`src/rtl/core_if_pf.sv`:
```
// core_if_pf -- prefetching instruction fetch unit.
//
// Runs a single-outstanding Wishbone classic read engine that fills a
// DEPTH-entry instruction queue ahead of decode. Decode pops the queue head
// through if_valid/if_take, so bus wait states never stall the pipeline
// directly. Supports PC redirect (flush), halt, retry and error termination.
//
// Parameters:
//   DEPTH     queue entries (power of two, >= 2)
//   RESET_PC  fetch address after reset
//   RTY_MAX   consecutive retries tolerated per address (retry limit build only)
//
// Optional feature macro: CORE_IF_RTY_LIMIT_EN
//   defined   : the (RTY_MAX+1)th consecutive retry on one address is treated
//               as a fetch error
//   undefined : retries are unlimited and no retry counter exists
//
// Ports:
//   clk, rst            clock, synchronous active-high reset
//   adr_o/sel_o/we_o    Wishbone address (registered), byte selects, write enable
//   cyc_o/stb_o         Wishbone cycle/strobe (registered, always equal)
//   dat_i               Wishbone read data
//   ack_i/rty_i/err_i   Wishbone terminations (priority err > rty > ack)
//   if_halt             stop issuing new requests
//   set_pc/new_pc       redirect strobe and word-aligned target
//   if_valid/if_ins/if_pc  queue head (NOP / fetch PC when empty)
//   if_take             decode consumes the head
//   if_busy             queue empty while a bus cycle is in progress
//   if_err              sticky fetch error, cleared by set_pc

`ifndef CORE_OPCODE_NOP
`define CORE_OPCODE_NOP 6'b000000
`endif

module core_if_pf #(
    parameter int          DEPTH    = 4,
    parameter logic [31:0] RESET_PC = 32'h0000_0000,
    parameter int          RTY_MAX  = 15
) (
    input  logic        clk,
    input  logic        rst,
    output logic [31:0] adr_o,
    output logic [3:0]  sel_o,
    output logic        we_o,
    output logic        cyc_o,
    output logic        stb_o,
    input  logic [31:0] dat_i,
    input  logic        ack_i,
    input  logic        rty_i,
    input  logic        err_i,
    input  logic        if_halt,
    input  logic        set_pc,
    input  logic [31:0] new_pc,
    output logic        if_valid,
    output logic [31:0] if_ins,
    output logic [31:0] if_pc,
    input  logic        if_take,
    output logic        if_busy,
    output logic        if_err
);

    localparam int AW = $clog2(DEPTH);
    localparam logic [AW:0] DEPTH_C = (AW+1)'(DEPTH);

    // Opcode occupies the top six bits of the instruction word.
    localparam logic [5:0]  NOP_OPC = `CORE_OPCODE_NOP;
    localparam logic [31:0] NOP_INS = {NOP_OPC, 26'd0};

    typedef enum logic [1:0] {
        S_IDLE    = 2'd0,
        S_BUS     = 2'd1,
        S_RTY_GAP = 2'd2,
        S_ERR     = 2'd3
    } state_t;

    state_t          state_q, state_d;
    logic [31:0]     pc_q, pc_d;
    logic [31:0]     adr_q;
    logic            cyc_q;
    logic            err_q, err_d;
    logic [AW-1:0]   wr_ptr_q, wr_ptr_d;
    logic [AW-1:0]   rd_ptr_q, rd_ptr_d;
    logic [AW:0]     count_q, count_d;
    logic            push, pop, issue_ok;

    logic [31:0]     ins_mem [DEPTH];
    logic [31:0]     pc_mem  [DEPTH];

`ifdef CORE_IF_RTY_LIMIT_EN
    localparam int RW = (RTY_MAX > 0) ? $clog2(RTY_MAX + 1) : 1;
    logic [RW-1:0]   rty_cnt_q, rty_cnt_d;
`endif

    // ------------------------------------------------------------------
    // Queue bookkeeping. A redirect discards every response and pop in the
    // same cycle, so flush always wins.
    // ------------------------------------------------------------------
    always_comb begin
        pop      = if_take && (count_q != '0) && !set_pc;
        push     = (state_q == S_BUS) && ack_i && !rty_i && !err_i && !set_pc;
        wr_ptr_d = wr_ptr_q;
        rd_ptr_d = rd_ptr_q;
        count_d  = count_q;
        if (set_pc) begin
            wr_ptr_d = '0;
            rd_ptr_d = '0;
            count_d  = '0;
        end else begin
            if (push) wr_ptr_d = wr_ptr_q + AW'(1);
            if (pop)  rd_ptr_d = rd_ptr_q + AW'(1);
            count_d = count_q + (AW+1)'(push) - (AW+1)'(pop);
        end
        // Next-cycle occupancy already includes the word being acked, so a
        // new request is only issued when it is guaranteed a free slot.
        issue_ok = !if_halt && !set_pc && (count_d < DEPTH_C);
    end

    // ------------------------------------------------------------------
    // Bus engine next state.
    // ------------------------------------------------------------------
    always_comb begin
        state_d = state_q;
        pc_d    = pc_q;
        err_d   = err_q;
`ifdef CORE_IF_RTY_LIMIT_EN
        rty_cnt_d = rty_cnt_q;
`endif
        if (set_pc) begin
            state_d = S_IDLE;
            pc_d    = new_pc;
            err_d   = 1'b0;
`ifdef CORE_IF_RTY_LIMIT_EN
            rty_cnt_d = '0;
`endif
        end else begin
            unique case (state_q)
                S_IDLE: begin
                    if (issue_ok) state_d = S_BUS;
                end
                S_BUS: begin
                    if (err_i) begin
                        state_d = S_ERR;
                        err_d   = 1'b1;
                    end else if (rty_i) begin
`ifdef CORE_IF_RTY_LIMIT_EN
                        if (rty_cnt_q == RW'(RTY_MAX)) begin
                            state_d = S_ERR;
                            err_d   = 1'b1;
                        end else begin
                            rty_cnt_d = rty_cnt_q + RW'(1);
                            state_d   = S_RTY_GAP;
                        end
`else
                        state_d = S_RTY_GAP;
`endif
                    end else if (ack_i) begin
                        pc_d    = pc_q + 32'd4;
                        state_d = issue_ok ? S_BUS : S_IDLE;
`ifdef CORE_IF_RTY_LIMIT_EN
                        rty_cnt_d = '0;
`endif
                    end
                end
                S_RTY_GAP: begin
                    // Same address is reissued; pc_q was not advanced.
                    state_d = issue_ok ? S_BUS : S_IDLE;
                end
                S_ERR: begin
                    state_d = S_ERR;
                end
                default: state_d = S_IDLE;
            endcase
        end
    end

    // ------------------------------------------------------------------
    // State registers.
    // ------------------------------------------------------------------
    always_ff @(posedge clk) begin
        if (rst) begin
            state_q  <= S_IDLE;
            pc_q     <= RESET_PC;
            adr_q    <= RESET_PC;
            cyc_q    <= 1'b0;
            err_q    <= 1'b0;
            wr_ptr_q <= '0;
            rd_ptr_q <= '0;
            count_q  <= '0;
        end else begin
            state_q  <= state_d;
            pc_q     <= pc_d;
            // While a cycle is open the address always equals the fetch PC.
            adr_q    <= pc_d;
            cyc_q    <= (state_d == S_BUS);
            err_q    <= err_d;
            wr_ptr_q <= wr_ptr_d;
            rd_ptr_q <= rd_ptr_d;
            count_q  <= count_d;
        end
    end

`ifdef CORE_IF_RTY_LIMIT_EN
    always_ff @(posedge clk) begin
        if (rst) rty_cnt_q <= '0;
        else     rty_cnt_q <= rty_cnt_d;
    end
`endif

    // Queue storage; contents need no reset because count_q gates validity.
    always_ff @(posedge clk) begin
        if (push) begin
            ins_mem[wr_ptr_q] <= dat_i;
            pc_mem[wr_ptr_q]  <= pc_q;
        end
    end

    // ------------------------------------------------------------------
    // Outputs.
    // ------------------------------------------------------------------
    assign adr_o    = adr_q;
    assign sel_o    = 4'b1111;
    assign we_o     = 1'b0;
    assign cyc_o    = cyc_q;
    assign stb_o    = cyc_q;
    assign if_valid = (count_q != '0);
    assign if_ins   = if_valid ? ins_mem[rd_ptr_q] : NOP_INS;
    assign if_pc    = if_valid ? pc_mem[rd_ptr_q]  : pc_q;
    assign if_busy  = (count_q == '0) && cyc_q;
    assign if_err   = err_q;

endmodule

```
`config.mk`:
```
export PLATFORM = sky130hd
export DESIGN_NAME = core_if_pf
export DESIGN_NICKNAME = d
export VERILOG_FILES = /design/src/rtl/core_if_pf.sv
export SDC_FILE = /design/constraint.sdc
export NUM_CORES = 1
export LEC_CHECK = 0
export ABC_AREA = 1
export CORE_ASPECT_RATIO = 0.9
export CORE_UTILIZATION = 55
export CTS_CLUSTER_SIZE = 8
export DETAILED_ROUTE_END_ITERATION = 8
export GPL_ROUTABILITY_DRIVEN = 0
export PLACE_DENSITY = 0.78
export SYNTH_ARGS = -nofsm -noshare
export SYNTH_HDL_FRONTEND = slang
export SYNTH_SLANG_ARGS = --single-unit
export TNS_END_PERCENT = 100
```
`constraint.sdc`:
```
create_clock -name clk -period 7.3 [get_ports clk]
set_input_delay 1.46 -clock clk [delete_from_list [all_inputs] [get_ports clk]]
set_output_delay 1.46 -clock clk [all_outputs]
set_load 0.005 [all_outputs]
```
==> results_dict.tcl <==
set metrics [dict create \
    status "finished, final reports clean" \
    placed_area_sq_mm 0.01475 \
    synth_compound_area_frac 0.1199 \
    crit_type "flip-flop to output port" \
    cp.required_ps 5840 \
    drt_wl_total_um 33780 \
    synth_ff_type "edfxtp_1" \
    start_util 0.5658 \
    layout_min_cycle_time_ps 5169 \
    first_iter_violations 875 \
    antenna_found_initial 0 \
    stdcell_area_sq_mm 0.01599 \
    yosys_warnings 0 \
    cts_resized 0 \
    cp.arrival_ps 3710 \
    viasPerCell 5.761 \
    synth_area_leader_cell "edfxtp_1" \
    synth_commonest_cells "283 x nor2_1, 256 x edfxtp_1, 152 x nand2_1" \
    synth_xor_area_frac 0.005453 \
    die_x_um 163.1 \
    via_count 9857 \
    postSynthAreaPerCell_sq_um 10.48 \
    core_sq_mm 0.02271 \
    power.density_mw_per_mm2 243.4 \
    max_slew.worst_pin.slew_ps 1193 \
    syn_to_final_growth_pct 24.43 \
    seq_area_frac_synth 0.6684 \
    cts.hold.buffers_added 0 \
    boundaryPins 178 \
    ys_ff_latch 301 \
    p_leak_nw 5.448 \
    final-setup-viol-count 0 \
    synth_most_common_cell "nor2_1" \
    rsz0062_at_grt "no" \
    rows 52 \
    die_y_um 147 \
    synth_area_leaders "edfxtp_1 60%, nor2_1 8.3%, dfxtp_1 7.0%" \
    slew_violations 0 \
    min_path_type "flip-flop to flip-flop" \
    ctsLongestPathBuffers 3 \
    synthesis.area_sq_mm 0.01285 \
    netlist_instances 1226 \
    synth_top_family_by_area "simple AND/OR/NAND/NOR gates" \
    n_antenna_cell 0 \
    cts_inserted_buffers 43 \
    clk_pin_slew_ps 50 \
    portBuffers 172 \
    ir_drop_uv 162.1 \
    ys_async_sr_fraction 0 \
    slew_headroom 0.2046 \
    overflow 0 \
    setup_tns_ps 0 \
    final_antenna_net_count 0 \
    holdWs_ps 459.2 \
    die_area_sq_mm 0.02398 \
    grt_usage 0.2865 \
    wl_per_cell_um 19.74 \
    drcViolationCount 0 \
    muxShareOfSynthArea 0 \
    fin_crit_sh 0.7081 \
    startpoint_type "flip-flop" \
    grt_max_degree 94 \
    crit_fanout 93 \
    nets 1470 \
    synth_edf_count 256 \
    stdcell_count 1711 \
    htree_levels 2 \
    maxCapViolCount 0 \
    yosys.area.top_type_share 0.5983 \
    hold_viol_final 0 \
    cts_sinks 301 \
    tritoncts "yes" \
    critPathCaptureType "output port" \
    dp_hpwl_um 20370 \
    clk_root_buffer_cell "clkbuf_16" \
    postCtsSetupRepairBufs 0 \
    dr.pass1.iters 6 \
    grt_pass1_vias 9518 \
    placedCellCount 1642 \
    yosys.area_share.simple 0.1527 \
    grt_pass1_wl_um 52320 \
    drive_gt1_frac 0.06860 \
    max_freq_mhz 193.4 \
    synthAdderAreaFrac 0.008375 \
    clk_latency_ps 530 \
    finClkSkew_ps 20.08 \
    synth_cell_types 31 \
]
==> placed cells by master, fill, tap and decap left out <==
| cell | count |
|---|---|
| nor2_1 | 279 |
| edfxtp_1 | 256 |
| clkdlybuf4s50_1 | 172 |
| nand2_1 | 152 |
| o21ai_0 | 138 |
| a21oi_1 | 61 |
| inv_1 | 57 |
| clkbuf_16 | 45 |
| dfxtp_1 | 43 |
| o21ai_1 | 28 |
| nand3_1 | 26 |
| o22ai_1 | 24 |
| clkbuf_1 | 22 |
| a22oi_1 | 19 |
| a31oi_1 | 14 |
| buf_4 | 13 |
| nor2_2 | 10 |
| xor2_1 | 8 |
| nor2_4 | 7 |
| ha_1 | 7 |
| inv_2 | 6 |
| nand2_2 | 6 |
| conb_1 | 5 |
| nand3_2 | 3 |
| nand4_1 | 3 |
| clkinv_2 | 2 |
| nor3_4 | 1 |
| a21oi_2 | 1 |
| o211ai_1 | 1 |
| o21a_1 | 1 |
| fa_1 | 1 |
| dfxtp_4 | 1 |
| dfxtp_2 | 1 |
| inv_16 | 1 |
==> metrics by stage <==
step             util  setup slack [ps]  power (W)
2_1_floorplan       -              2165   0.001990
3_3_place_gp   0.6498              2492   0.002110
3_5_place_dp   0.6498              2425   0.002112
4_1_cts        0.7041              2099   0.003902
5_1_grt        0.7041              1914   0.003989
6_report       0.7041              2131   0.003892
==> metal layers <==
layer | vias up | track usage | wire length [um]
met5 | - | 0 | 0
met4 | 0 | 0.1089 | 1089
met3 | 76 | 0.04743 | 3239
met2 | 527 | 0.4400 | 15360
met1 | 4690 | 0.4118 | 14100
li1 | 4564 | - | -
==> final timing paths <==
| kind | cells after the start | slack, ps | from | to |
|---|---|---|---|---|
| max reg2reg | 7 | 3940 | state_q[0] | ins_mem[1][3] |
| max | 5 | 2130 | flip-flop | if_ins[24] |
| min | 2 | 460 | rd_ptr_q[1] | flip-flop |
| min reg2reg | 2 | 460 | rd_ptr_q[1] | flip-flop |
==> cell families after synthesis <==
group / Yosys count
compound gates: 287
xor+xnor: 8
fa+ha+maj: 8
buf+inv: 133
flops: 301
other cells: 2
simple gates: 487
==> sequential cells by signal (all words and copies together), names as in the netlist, named ones only <==
| signal | count |
|---|---|
| pc_mem | 128 |
| count_q | 3 |
| wr_ptr_q | 2 |
| state_q | 2 |
| cyc_o | 1 |
| ins_mem | 128 |
| rd_ptr_q | 2 |
| if_err | 1 |
| adr_o | 32 |
==> critical path, stage by stage (launching register included) <==
cell             delay (ps)
dfxtp_4                 610
clkinv_2                990
buf_4                   620
o21ai_0                 270
a21oi_1                 120
clkdlybuf4s50_1         470
==> power by group <==
group	total [W]	leakage (nW)	internal (W)	switching (W)
clock	0.00181	0.594	0.00112	0.000682
combinational	0.000168	2.17	0.0000920	0.0000755
sequential	0.00192	2.68	0.00188	0.0000373
total	0.00389	5.45	0.00310	0.000795
==> layout make-up <==
| class | instances | area, sq um |
|---|---|---|
| tap | 297 | 371.6 |
| sequential | 301 | 8593 |
| inverter | 64 | 241.5 |
| multi-input combinational | 795 | 3729 |
| fill | 1577 | 6719 |
| clock inverter | 2 | 25.02 |
| timing repair buffer | 185 | 1819 |
| clock buffer | 67 | 1209 |
Note: power is estimated with default switching activity, not from simulation.
